File: config.mk
export PLATFORM = sky130hd
export DESIGN_NAME = pt8211_feeder
export DESIGN_NICKNAME = d
export VERILOG_FILES = /design/src/rtl/pt8211_feeder.sv
export SDC_FILE = /design/constraint.sdc
export NUM_CORES = 1
export LEC_CHECK = 0
export ABC_AREA = 1
export BUFFER_PORTS_ARGS = -buffer_cell sky130_fd_sc_hd__buf_2
export CORE_AREA = 3 3 125 127
export CTS_CLUSTER_DIAMETER = 100
export DETAILED_ROUTE_END_ITERATION = 12
export DIE_AREA = 0 0 128 130
export PLACE_DENSITY = 0.73
export SLEW_MARGIN = 20
export SYNTH_ARGS = -nofsm -noshare
export SYNTH_HDL_FRONTEND = slang
export SYNTH_SLANG_ARGS = --single-unit
File: constraint.sdc
create_clock -name clk -period 3.2 [get_ports clk]
set_clock_uncertainty 0.1 [all_clocks]
set_input_delay 0.16 -clock clk [delete_from_list [all_inputs] [get_ports clk]]
set_output_delay 0.16 -clock clk [all_outputs]
set_load 0.02 [all_outputs]
File: src/rtl/pt8211_feeder.sv
// Sample FIFO feeding a 16-bit serial DAC.
// Generates the bit clock and loads one word per 32-bit frame.
module pt8211_feeder #(
   parameter int CLK_DIV = 4,
   parameter int FIFO_AW = 3
) (
   input  logic               clk,
   input  logic               rst_n,
   input  logic [15:0]        in_data,
   input  logic               in_valid,
   output logic               in_ready,
   output logic               bitclock,
   output logic [15:0]        dac_data,
   output logic               frame_tick,
   output logic [FIFO_AW:0]   fifo_level,
   output logic               underrun,
   input  logic               clr_underrun
);

   localparam int HALF  = CLK_DIV / 2;
   localparam int HW    = (HALF > 1) ? $clog2(HALF) : 1;
   localparam int DEPTH = 1 << FIFO_AW;
   localparam logic [FIFO_AW:0] FULL = DEPTH[FIFO_AW:0];
   localparam logic [HW-1:0]    HEND = HW'(HALF - 1);

   logic [HW-1:0]      half_cnt;
   logic [4:0]         frame_cnt;
   logic [FIFO_AW-1:0] wptr;
   logic [FIFO_AW-1:0] rptr;
   logic [15:0]        mem [DEPTH];

   logic half_end;
   logic fall;
   logic load;
   logic push;
   logic pop;
   logic starve;

   assign half_end = (half_cnt == HEND);
   assign fall     = half_end & bitclock;
   assign load     = fall & (frame_cnt == 5'd15);
   // Level is registered, so a same-cycle pop never frees a slot early
   assign in_ready = (fifo_level != FULL);
   assign push     = in_valid & in_ready;
   assign pop      = load & (fifo_level != '0);
   assign starve   = load & (fifo_level == '0);

   always_ff @(posedge clk or negedge rst_n) begin
      if (!rst_n) begin
         half_cnt  <= '0;
         bitclock  <= 1'b0;
         frame_cnt <= '0;
      end else begin
         if (half_end) begin
            half_cnt <= '0;
            bitclock <= ~bitclock;
         end else begin
            half_cnt <= half_cnt + 1'b1;
         end
         if (fall) begin
            frame_cnt <= frame_cnt + 5'd1;
         end
      end
   end

   always_ff @(posedge clk) begin
      if (push) begin
         mem[wptr] <= in_data;
      end
   end

   always_ff @(posedge clk or negedge rst_n) begin
      if (!rst_n) begin
         wptr       <= '0;
         rptr       <= '0;
         fifo_level <= '0;
      end else begin
         if (push) begin
            wptr <= wptr + 1'b1;
         end
         if (pop) begin
            rptr <= rptr + 1'b1;
         end
         unique case ({push, pop})
            2'b10:   fifo_level <= fifo_level + 1'b1;
            2'b01:   fifo_level <= fifo_level - 1'b1;
            default: fifo_level <= fifo_level;
         endcase
      end
   end

   always_ff @(posedge clk or negedge rst_n) begin
      if (!rst_n) begin
         dac_data   <= 16'h0000;
         frame_tick <= 1'b0;
         underrun   <= 1'b0;
      end else begin
         frame_tick <= load;
         if (pop) begin
            dac_data <= mem[rptr];
         end
         // A starved load beats a simultaneous clear
         if (starve) begin
            underrun <= 1'b1;
         end else if (clr_underrun) begin
            underrun <= 1'b0;
         end
      end
   end

endmodule

==> summary.md, run 1 <==
| Metric | Value |
|---|---|
| Initial antenna violation count | `0` |
| Register area share after synthesis | `71.6%` |
| Area leader, netlist | `edfxtp_1` |
| FILL cells | `1230` |
| Full die area | `16600 um^2` |
| Initial DRC count | `434` |
| Peak supply drop | `362 uV` |
| #FFs+latches synth | `163` |
| Placed inst area | `7000 um^2` |
| Crit end category | `flop` |
| Critical path peak fanout | `18` |
| TritonCTS Sinks | `163` |
| Mapped Cells | `554` |
| PortBufs | `43` |
| Outcome | `completed` |
| RSZ-0062 raised after global routing | `no` |
| Setup violations, final | `0` |
| Nets | `650` |
| Post-Synth XOR/XNOR Area | `1.31%` |
| Latest clock arrival within the worst-skew pair | `0.43 ns` |
| Drt first pass iters | `5` |
| Register area | `4720 um^2` |
| Fmax | `352 MHz` |
| Final HPWL DP | `8.33 mm` |
| Adder-cell area share of the yosys netlist | `1.33%` |
| Setup TNS | `0 ns` |
| Yosys Warn Count | `0` |
| Compound-Gate Fraction of Synth Area | `5.47%` |
| Root Driver | `clkbuf_16` |
| Fin util | `52.8%` |
| Share of layout cells above drive strength 1 | `15.3%` |
| Core box area | `14500 um^2` |
| Final Cycle Share | `88.8%` |
| RD Place Congestion | `0.752` |
| PD cells | `649 nW/um^2` |
| CTS tree | `yes` |
| Tot GR Track Use | `17.8%` |
| Post-synthesis simple-gate area fraction | `16.6%` |
| DIE WIDTH | `128 um` |
| Tightest Pin Transition | `0.934 ns` |
| Die Height | `130 um` |
| Distinct cell type count after synthesis | `31` |
| Largest family of logic cells by synthesized area | `simple AND/OR/NAND/NOR gates` |
| Critical path arrival | `3.09 ns` |
| Drt wl/cell | `17.2 um` |
| Worst hold path class | `in -> reg` |
| ANT cells | `0` |
| Slew HR | `37.7%` |
| Bufs on Longest Clock Path | `2` |
| CP Launch Type | `flop` |
| Max cap viols | `0` |
| First-pass GRT wire length | `22.4 mm` |
| Slew Viols, Final | `0` |
| Total grt overflow | `0` |
| Crit path time final | `2.84 ns` |
| Initial Utilization | `45.3%` |
| Area growth, synth to finish | `16.6%` |
| Area of the multi-input gates | `1640 um^2` |
| Clock transition at path regs | `0.06 ns` |
| Io pins | `44` |
| Detailed-route via count | `4369` |
| # H-tree levels | `4` |
| Leak pwr | `0.00307 uW` |
| Synthesized area | `6590 um^2` |
| Top cells by area, synth | `edfxtp_1 58%, dfrtp_1 13%, nor2_1 8.0%, o21ai_0 4.3%, nand3_1 4.1%` |
| Rows | `44` |
| Routed Antenna Nets | `0` |
| Largest net degree at the start of global routing | `66` |
| Synthesized area per cell | `11.9 um^2` |
| DR vias/cell | `5.33` |
| Final Hold Viols | `0` |
| Critical Path RT | `3.45 ns` |
| Post-synthesis mux area share | `0.171%` |
| Crit path kind | `reg -> reg` |
| Post-route cell area | `7680 um^2` |
| Post-CTS Resized | `0` |
| Mapped Nets | `581` |
| Number of global-route vias before repair | `4278` |
| Drt drc | `0` |
| Yosys top cell area share | `58.3%` |
| Num CTS Buffers | `17` |
| Final WL | `14.1 mm` |
layout make-up:
cell class,count,share of cell area (%)
Clock buffer,20,5.69
Clock inverter,12,0.864
Inverter,17,0.896
Multi-Input combinational cell,347,21.4
Sequential cell,163,61.5
Tap cell,184,3.00
Timing Repair Buffer,77,6.71
final timing paths:
path	to	slack, ns	from	cells after the start
min in group asynchronous	rptr[2]	0.24	rst_n	2
worst max register to register	fifo_level[2]	0.36	frame_cnt[0]	15
max in group asynchronous	rptr[0]	2.23	rst_n	2
worst min-delay path	wptr[0]	0.03	in_valid	4
worst max-delay path	fifo_level[2]	0.36	frame_cnt[0]	15
worst min register to register	frame_cnt[3]	0.37	frame_cnt[3]	1
routing by layer:
layer  part of all wire, %  global-route usage (%)  vias to the layer above
met5                     0                       0                        -
met4                   1.9                    7.05                        0
met3                   6.9                    3.72                       20
met2                    49                    29.8                      179
met1                    42                    22.9                     2126
li1                      -                       -                     2044
cells in the final DEF, fill, tap and decap left out, types with 2 or more instances in the layout:
cell and count:
buf_2 43, buf_4 16, clkbuf_1 3, clkbuf_16 17
clkinv_1 5, clkinv_2 4, clkinvlp_4 3, dfrtp_1 34
dlygate4sd3_1 18, edfxtp_1 128, ha_1 7, inv_1 13
inv_2 2, nand2_1 56, nand2_4 3, nand3_1 54
nor2_1 140, o21ai_0 57, o21ai_1 11, xnor2_1 4
xor2_1 4
Yosys cell counts:
master,number
clkinv_4,1
inv_2,2
xor2_1,4
nand2_1,56
edfxtp_1,128
buf_6,1
xnor2_1,4
buf_8,1
ha_1,7
dfrtp_1,35
buf_4,8
nor2_1,140
inv_1,13
nor2_8,1
xor2_2,1
o21ai_0,57
nand3_2,1
o32ai_1,1
o21ai_1,11
or2_2,1
a31oi_1,1
nand2_4,3
or2_1,1
and3_1,1
buf_2,7
nor2_2,1
clkbuf_1,10
nand3_1,54
mux2_2,1
clkinv_1,1
a21oi_1,1
per-stage QoR:
step / hold slack, ns / cells / total power, uW / worst slack, ns
3_3_place_gp: 0.152 / 770 / 3220 / 0.542
4_1_cts: 0.0183 / 820 / 5020 / 0.383
5_1_grt: 0.0618 / 820 / 5200 / 0.148
3_5_place_dp: 0.172 / 770 / 3270 / 0.399
2_1_floorplan: -0.236 / 554 / 3010 / 0.560
6_report: 0.0323 / 820 / 4980 / 0.360
flip-flops by register name (all words and copies together), names as in the netlist:
register,count
bitclock,1
dac_data,16
fifo_level,4
frame_cnt,5
frame_tick,1
half_cnt,1
mem,128
rptr,3
underrun,1
wptr,3
worst max-delay path: stages, from the launching register on:
cell      delay, ns
dfrtp_1        0.41
ha_1           0.22
and3_1         0.18
ha_1           0.17
inv_1          0.16
nor2_8         0.06
nand2_4        0.19
clkinv_4       0.07
ha_1           0.22
nand2_1        0.08
inv_1          0.05
nor2_1         0.15
ha_1           0.19
a21oi_1        0.06
or2_2          0.31
a31oi_1        0.13
power by group:
part	internal, uW	leakage (uW)	switching [uW]
Clock	973	0.000240	768
Sequential	2560	0.00162	98.5
Combinational	185	0.00120	402
Total	3710	0.00307	1270
cell families (layout without fill, tap and decap cells):
kind of cell    after synthesis  after routing
compound gates               71             71
xor+xnor                      9              9
fa+ha+maj                     7              7
buf+inv                      44            126
flops                       163            163
mux                           1              1
simple gates                259            259
timing repair:
item / CTS / global route
hold buffers: 18 / 0
buffers inserted: 0 / 0
endpoints found under the hold margin: 164 / 0
Note: power is estimated with default switching activity, not from simulation.
==> run 2: changes to the inputs <==
ABC_AREA = default   (was 1)
CORE_AREA = 3 3 123 125   (was 3 3 125 127)
DIE_AREA = 0 0 126 128   (was 0 0 128 130)
clock period = 2.9 ns   (was 3.2 ns; I/O delays follow)
==> run 2 against run 1 <==
Effect of this change: combinational power grew 7.2%; sequential power grew 14%; maximum frequency grew 6.9%; hold slack gained 0.27 ns; final cell count shrank 27%; critical path type unchanged.
==> summary.md, run 2 <==
| Metric | Value |
|---|---|
| Outcome | `completed (unchanged)` |
| Mapped Cells | `323 (was 554)` |
| Met1 WL | `4.81 mm (was 5.96 mm)` |
| CTS tree | `yes (unchanged)` |
| Top Registers | `mem x128, dac_data x16, frame_cnt x5 (unchanged)` |
| Register area share after synthesis | `74.5% (was 71.6%)` |
| Pre-CTS WS | `0.228 ns (was 0.399 ns)` |
| Most common cell after layout, fill and taps aside | `edfxtp_1 (was nor2_1)` |
| RD Place Congestion | `0.705 (was 0.752)` |
| Leak pwr | `0.00271 uW (was 0.00307 uW)` |
| Tightest Pin Transition | `0.851 ns (was 0.934 ns)` |
| #FFs+latches synth | `163 (unchanged)` |
| Die Height | `128 um (was 130 um)` |
| Synthesized area | `6330 um^2 (was 6590 um^2)` |
| Yosys top cell area share | `60.7% (was 58.3%)` |
| DR vias/cell | `5.28 (was 5.33)` |
| Peak supply drop | `524 uV (was 362 uV)` |
| Nets | `431 (was 650)` |
| Final Cycle Share | `91.6% (was 88.8%)` |
| First-pass GRT wire length | `18.6 mm (was 22.4 mm)` |
| Routed met2 length | `5.98 mm (was 6.88 mm)` |
| Routed Antenna Nets | `0 (unchanged)` |
| Crit end category | `flop (unchanged)` |
| Io pins | `44 (unchanged)` |
| Critical Path RT | `3.09 ns (was 3.45 ns)` |
| Detailed-route via count | `3150 (was 4369)` |
| DR top layer | `met4 (unchanged)` |
| PortBufs | `43 (unchanged)` |
| Post-synth top cells | `128 x edfxtp_1, 35 x dfrtp_1, 31 x mux4_2, 22 x nor2_1, 18 x a21oi_1 (was 140 x nor2_1, 128 x edfxtp_1, 57 x o21ai_0, 56 x nand2_1, 54 x nand3_1)` |
| Rows | `43 (was 44)` |
| Final Hold Viols | `0 (unchanged)` |
| Fin util | `54.1% (was 52.8%)` |
| Number of global-route vias before repair | `3391 (was 4278)` |
| Num CTS Buffers | `17 (unchanged)` |
| Initial antenna violation count | `0 (unchanged)` |
| Largest net degree at the start of global routing | `36 (was 66)` |
| PD cells | `764 nW/um^2 (was 649 nW/um^2)` |
| Worst hold path class | `in -> async (was in -> reg)` |
| Most common flop cell mapped by yosys | `edfxtp_1 (unchanged)` |
| Top cells by area, synth | `edfxtp_1 61%, dfrtp_1 14%, mux4_2 11%, mux2i_1 2.5%, a21oi_1 1.4% (was edfxtp_1 58%, dfrtp_1 13%, nor2_1 8.0%, o21ai_0 4.3%, nand3_1 4.1%)` |
| DIE WIDTH | `126 um (was 128 um)` |
| Setup TNS | `0 ns (unchanged)` |
| Setup repair bufs after CTS | `0 (unchanged)` |
| Initial Utilization | `45.3% (about the same)` |
| Critical path peak fanout | `5 (was 18)` |
| Bufs on Longest Clock Path | `2 (unchanged)` |
| Clock transition at path regs | `0.06 ns (about the same)` |
| TritonCTS Sinks | `163 (unchanged)` |
| Synthesized area per cell | `19.6 um^2 (was 11.9 um^2)` |
| CP Launch Type | `flop (unchanged)` |
| Asr flop ratio synth | `21.5% (unchanged)` |
| Area growth, synth to finish | `19.6% (was 16.6%)` |
| Latest clock arrival within the worst-skew pair | `0.41 ns (was 0.43 ns)` |
| Final WL | `11.5 mm (was 14.1 mm)` |
| Yosys Warn Count | `0 (unchanged)` |
| Core box area | `14000 um^2 (was 14500 um^2)` |
| ANT cells | `0 (unchanged)` |
| Distinct cell type count after synthesis | `32 (was 31)` |
| Drt drc | `0 (unchanged)` |
| Slew Viols, Final | `0 (unchanged)` |
| Setup violations, final | `0 (unchanged)` |
| Tot GR Track Use | `15.4% (was 17.8%)` |
| Fin worst setup slack | `0.243 ns (was 0.360 ns)` |
| Commonest cells after routing, fill and taps aside | `128 x edfxtp_1, 43 x buf_2, 34 x dfrtp_1 (was 140 x nor2_1, 128 x edfxtp_1, 57 x o21ai_0)` |
| EDFF count, synth | `128 (unchanged)` |
| Placed Cells | `546 (was 770)` |
| Share of layout cells above drive strength 1 | `31.4% (was 15.3%)` |
| Root Driver | `clkbuf_16 (unchanged)` |
| # H-tree levels | `4 (unchanged)` |
| Critical path arrival | `2.84 ns (was 3.09 ns)` |
| Crit path kind | `reg -> reg (unchanged)` |
| Total grt overflow | `0 (unchanged)` |
| Area leader, netlist | `edfxtp_1 (unchanged)` |
| Mapped Nets | `350 (was 581)` |
| Largest register FFs | `128 (unchanged)` |
| Fmax | `376 MHz (was 352 MHz)` |
| Slew HR | `43.2% (was 37.7%)` |
| Max cap viols | `0 (unchanged)` |
| Final cell count without fillers | `597 (was 820)` |
| Initial DRC count | `253 (was 434)` |
| Final HPWL DP | `6.94 mm (was 8.33 mm)` |
| RSZ-0062 raised after global routing | `no (unchanged)` |
| DR WL met3 | `577 um (was 971 um)` |
| Reg with most FFs | `mem (unchanged)` |
| Most frequent cell after synthesis | `edfxtp_1 (was nor2_1)` |
| Drt wl/cell | `19.2 um (was 17.2 um)` |
| Crit path time final | `2.66 ns (was 2.84 ns)` |
| Full die area | `16100 um^2 (was 16600 um^2)` |
| Drt first pass iters | `4 (was 5)` |
==> run 2: worst paths after layout <==
path | startpoint | to | slack [ns] | cells past startpoint
worst max register to register | frame_cnt[0] | fifo_level[2] | 0.24 | 12
worst min-delay path | rst_n | underrun | 0.30 | 2
max in group asynchronous | rst_n | rptr[1] | 1.81 | 2
worst max-delay path | frame_cnt[0] | fifo_level[2] | 0.24 | 12
min in group clk | frame_cnt[3] | frame_cnt[3] | 0.36 | 1
worst min register to register | frame_cnt[3] | frame_cnt[3] | 0.36 | 1
==> run 2: logic make-up (layout without fill, tap and decap cells) <==
| kind of cell | after synthesis | after routing | synth area share, % |
|---|---|---|---|
| buffers and inverters | 18 | 112 | 2.13 |
| adder cells (fa/ha/maj) | 7 | 7 | 1.38 |
| AO/OA/AOI/OAI | 22 | 22 | 1.86 |
| flip-flops | 163 | 163 | 74.5 |
| XOR/XNOR | 13 | 13 | 1.80 |
| multiplexers | 52 | 52 | 14.7 |
| AND/OR/NAND/NOR | 48 | 48 | 3.60 |
==> run 2: power breakdown <==
part / switching, uW / internal [uW]
sequential: 166 / 2860
combinational: 380 / 248
clock: 836 / 1300
total: 1380 / 4410
==> run 2: critical path: stages, from the launching register on <==
cell and delay [ns]:
dfrtp_1 0.40, ha_1 0.21, and3_1 0.18, ha_1 0.16
and3_1 0.20, nor2b_2 0.17, ha_1 0.26, xor2_1 0.16
ha_1 0.18, a21oi_1 0.15, xor2_1 0.17, nor2_1 0.07
xor2_1 0.14
==> run 2: per-layer routing <==
layer  track usage, %  up-vias
met3             3.75       13
li1                 -     1437
met4             6.31        0
met2             25.8       94
met1             19.5     1606
met5                0        -
==> run 2: area by class of cell <==
type,instances,area [um^2]
Fill cell,1077,6420
Sequential cell,163,4720
Multi-Input combinational cell,142,1510
Timing Repair Buffer,77,531
Clock buffer,21,460
Tap cell,180,225
Clock inverter,11,110
Inverter,3,11.3
==> run 2: through the flow <==
stage | hold WS, ns | power [uW] | instance area [um^2]
global route | 0.368 | 6040 | 7570
CTS | 0.306 | 5850 | 7570
global placement | 0.179 | 3650 | 6810
detailed placement | 0.209 | 3700 | 6810
finish | 0.298 | 5790 | 7570
floorplan | -0.251 | 3390 | 6340
==> run 2: repair_timing <==
action	4_1_cts	5_1_grt
endpoints found under the hold margin	165	0
hold buffers	19	0
gates resized for setup	0	0
setup endpoints to repair	0	0
==> run 3: changes to the inputs <==
CTS_BUF_LIST = sky130_fd_sc_hd__clkbuf_8   (was default)
==> run 3 against run 2 <==
Effect of this change: hold slack worse by 0.048 ns; routed wire length shrank 1.7%; core utilization is 1.4 points lower; worst setup slack worse by 0.0020 ns; final cell count unchanged; sequential share of layout area rose by 1.6 points; critical path type unchanged; largest cell class unchanged; highest routed layer unchanged.
==> summary.md, run 3 (synthesis gave the netlist of run 2 again) <==
| Metric | Value |
|---|---|
| Post-CTS Resized | `0 (unchanged)` |
| Placed inst area | `6810 um^2 (unchanged)` |
| Clock transition at path regs | `0.08 ns (was 0.06 ns)` |
| Tot GR Track Use | `15.2% (was 15.4%)` |
| # H-tree levels | `4 (unchanged)` |
| First-pass GRT wire length | `18.3 mm (was 18.6 mm)` |
| Leak pwr | `0.00263 uW (was 0.00271 uW)` |
| Crit path time final | `2.66 ns (about the same)` |
| Number of global-route vias before repair | `3362 (was 3391)` |
| TritonCTS Sinks | `163 (unchanged)` |
| Global routing's busiest layer | `met2 (unchanged)` |
| Detailed-route via count | `3121 (was 3150)` |
| Final WL | `11.3 mm (was 11.5 mm)` |
| Root Driver | `clkbuf_8 (was clkbuf_16)` |
| Final Cycle Share | `91.7% (was 91.6%)` |
| Crit path kind | `reg -> reg (unchanged)` |
| Nets | `431 (unchanged)` |
| ANT cells | `0 (unchanged)` |
| CP most frequent cell | `ha_1 (unchanged)` |
| CP bufs+invs | `0 (unchanged)` |
| Critical path arrival | `2.89 ns (was 2.84 ns)` |
| Area of the multi-input gates | `1510 um^2 (unchanged)` |
| Setup TNS | `0 ns (unchanged)` |
| Grt met1 use | `18.8% (was 19.5%)` |
| Drt wl/cell | `18.9 um (was 19.2 um)` |
| RD Place Congestion | `0.705 (unchanged)` |
| Fin util | `52.8% (was 54.1%)` |
| Fmax | `376 MHz (about the same)` |
| FILL cells | `1102 (was 1077)` |
| Full die area | `16100 um^2 (unchanged)` |
| Reg with most FFs | `mem (unchanged)` |
| Critical path startpoint | `frame_cnt[0] (unchanged)` |
| Final HPWL DP | `6.94 mm (unchanged)` |
| Met2 GRT Util | `25.8% (about the same)` |
| Final Hold Slack | `0.250 ns (was 0.298 ns)` |
| Final Hold Viols | `0 (unchanged)` |
| Die Height | `128 um (unchanged)` |
| Peak supply drop | `312 uV (was 524 uV)` |
| Initial Utilization | `45.3% (unchanged)` |
| Reg2reg start | `frame_cnt[0] (unchanged)` |
| Critical Path RT | `3.13 ns (was 3.09 ns)` |
| Io pins | `44 (unchanged)` |
| Rows | `43 (unchanged)` |
| Drt drc | `0 (unchanged)` |
| Latest clock arrival within the worst-skew pair | `0.45 ns (was 0.41 ns)` |
| CP Launch Type | `flop (unchanged)` |
| Most common cell after layout, fill and taps aside | `edfxtp_1 (unchanged)` |
| RSZ-0062 raised after global routing | `no (unchanged)` |
| M3 GR Usage | `4.46% (was 3.75%)` |
| Largest register FFs | `128 (unchanged)` |
| Routed Antenna Nets | `0 (unchanged)` |
| Core box area | `14000 um^2 (unchanged)` |
| Worst hold path class | `in -> async (unchanged)` |
| DR vias/cell | `5.23 (was 5.28)` |
| Share of layout cells above drive strength 1 | `31.4% (unchanged)` |
| R2R cell count | `12 (unchanged)` |
| Initial DRC count | `307 (was 253)` |
| Pre-CTS WS | `0.228 ns (unchanged)` |
| RR Endpoint | `fifo_level[2] (unchanged)` |
| Critical path peak fanout | `5 (unchanged)` |
| Bufs on Longest Clock Path | `2 (unchanged)` |
| Slew HR | `43.8% (was 43.2%)` |
| Post-route cell area | `7380 um^2 (was 7570 um^2)` |
| Num CTS Buffers | `17 (unchanged)` |
| Area growth, synth to finish | `16.6% (was 19.6%)` |
| Setup violations, final | `0 (unchanged)` |
| Largest net degree at the start of global routing | `36 (unchanged)` |
| Critical path's top delay family | `adder cells (unchanged)` |
| Reg2reg setup slack | `0.24 ns (about the same)` |
| Fin worst setup slack | `0.241 ns (was 0.243 ns)` |
| Max cap viols | `0 (unchanged)` |
| CP max stage delay | `0.41 ns (was 0.40 ns)` |
| Critical-path cell list | `ha_1 -> and3_1 -> ha_1 -> and3_1 -> nor2b_2 -> ha_1 -> xor2_1 -> ha_1 -> a21oi_1 -> xor2_1 -> nor2_1 -> xor2_1 (unchanged)` |
| Tightest Pin Transition | `0.844 ns (was 0.851 ns)` |
| Register area | `4720 um^2 (unchanged)` |
| Outcome | `completed (unchanged)` |
| DIE WIDTH | `126 um (unchanged)` |
| Crit end category | `flop (unchanged)` |
| Commonest cells after routing, fill and taps aside | `128 x edfxtp_1, 43 x buf_2, 34 x dfrtp_1 (unchanged)` |
| Initial antenna violation count | `0 (unchanged)` |
| PD cells | `705 nW/um^2 (was 764 nW/um^2)` |
| Drt first pass iters | `5 (was 4)` |
| Critical path's slowest cell | `dfrtp_1 (unchanged)` |
| Slew Viols, Final | `0 (unchanged)` |
| Total grt overflow | `0 (unchanged)` |
| CTS tree | `yes (unchanged)` |
| Top Registers | `mem x128, dac_data x16, frame_cnt x5 (unchanged)` |
| PortBufs | `43 (unchanged)` |
## run 3: cell count changes in the layout (fill, tap and decap cells not counted)
cell / previous run / this run
inv_1: 3 / 5
clkbuf_1: 2 / 0
clkbuf_16: 17 / 0
clkbuf_8: 2 / 19
## run 3: metrics by stage
| stage | total power, uW | std cells |
|---|---|---|
| after floorplan | 3390 | 323 |
| after global placement | 3650 | 546 |
| after global routing | 5450 | 597 |
| after CTS | 5260 | 597 |
| after detailed placement | 3700 | 546 |
| final | 5200 | 597 |
## run 3: cell type report
type,instances,area share (%)
clock buffer,19,3.54
clock inverter,13,1.59
inverter,3,0.153
multi-input combinational,142,20.5
sequential,163,64.0
tap,180,3.05
timing repair buffer,77,7.19
## run 3: power by group
| part | switching, uW | internal [uW] | leakage (uW) |
|---|---|---|---|
| Combinational | 379 | 248 | 0.000810 |
| Sequential | 168 | 2850 | 0.00162 |
| Clock | 765 | 792 | 0.000205 |
| Total | 1310 | 3890 | 0.00263 |
## run 3: worst max path at each step
| stage | endpoint | slack [ns] | cells past startpoint |
|---|---|---|---|
| after floorplan | fifo_level[2] | 0.07 | 14 |
| after global placement | fifo_level[2] | 0.29 | 12 |
| after detailed placement | fifo_level[2] | 0.23 | 12 |
| after CTS | fifo_level[2] | 0.22 | 12 |
| after global routing | fifo_level[2] | 0.05 | 12 |
| final | fifo_level[2] | 0.24 | 12 |
## run 3: layer usage
layer / part of all wire [%] / up-vias
li1: - / 1428
met1: 41 / 1599
met2: 51 / 79
met3: 5.9 / 15
met4: 1.4 / 0
met5: 0 / -
## run 3: timing repair
item	CTS	global route
setup buffers	0	0
hold buffers	19	0
hold endpoints to repair	165	0
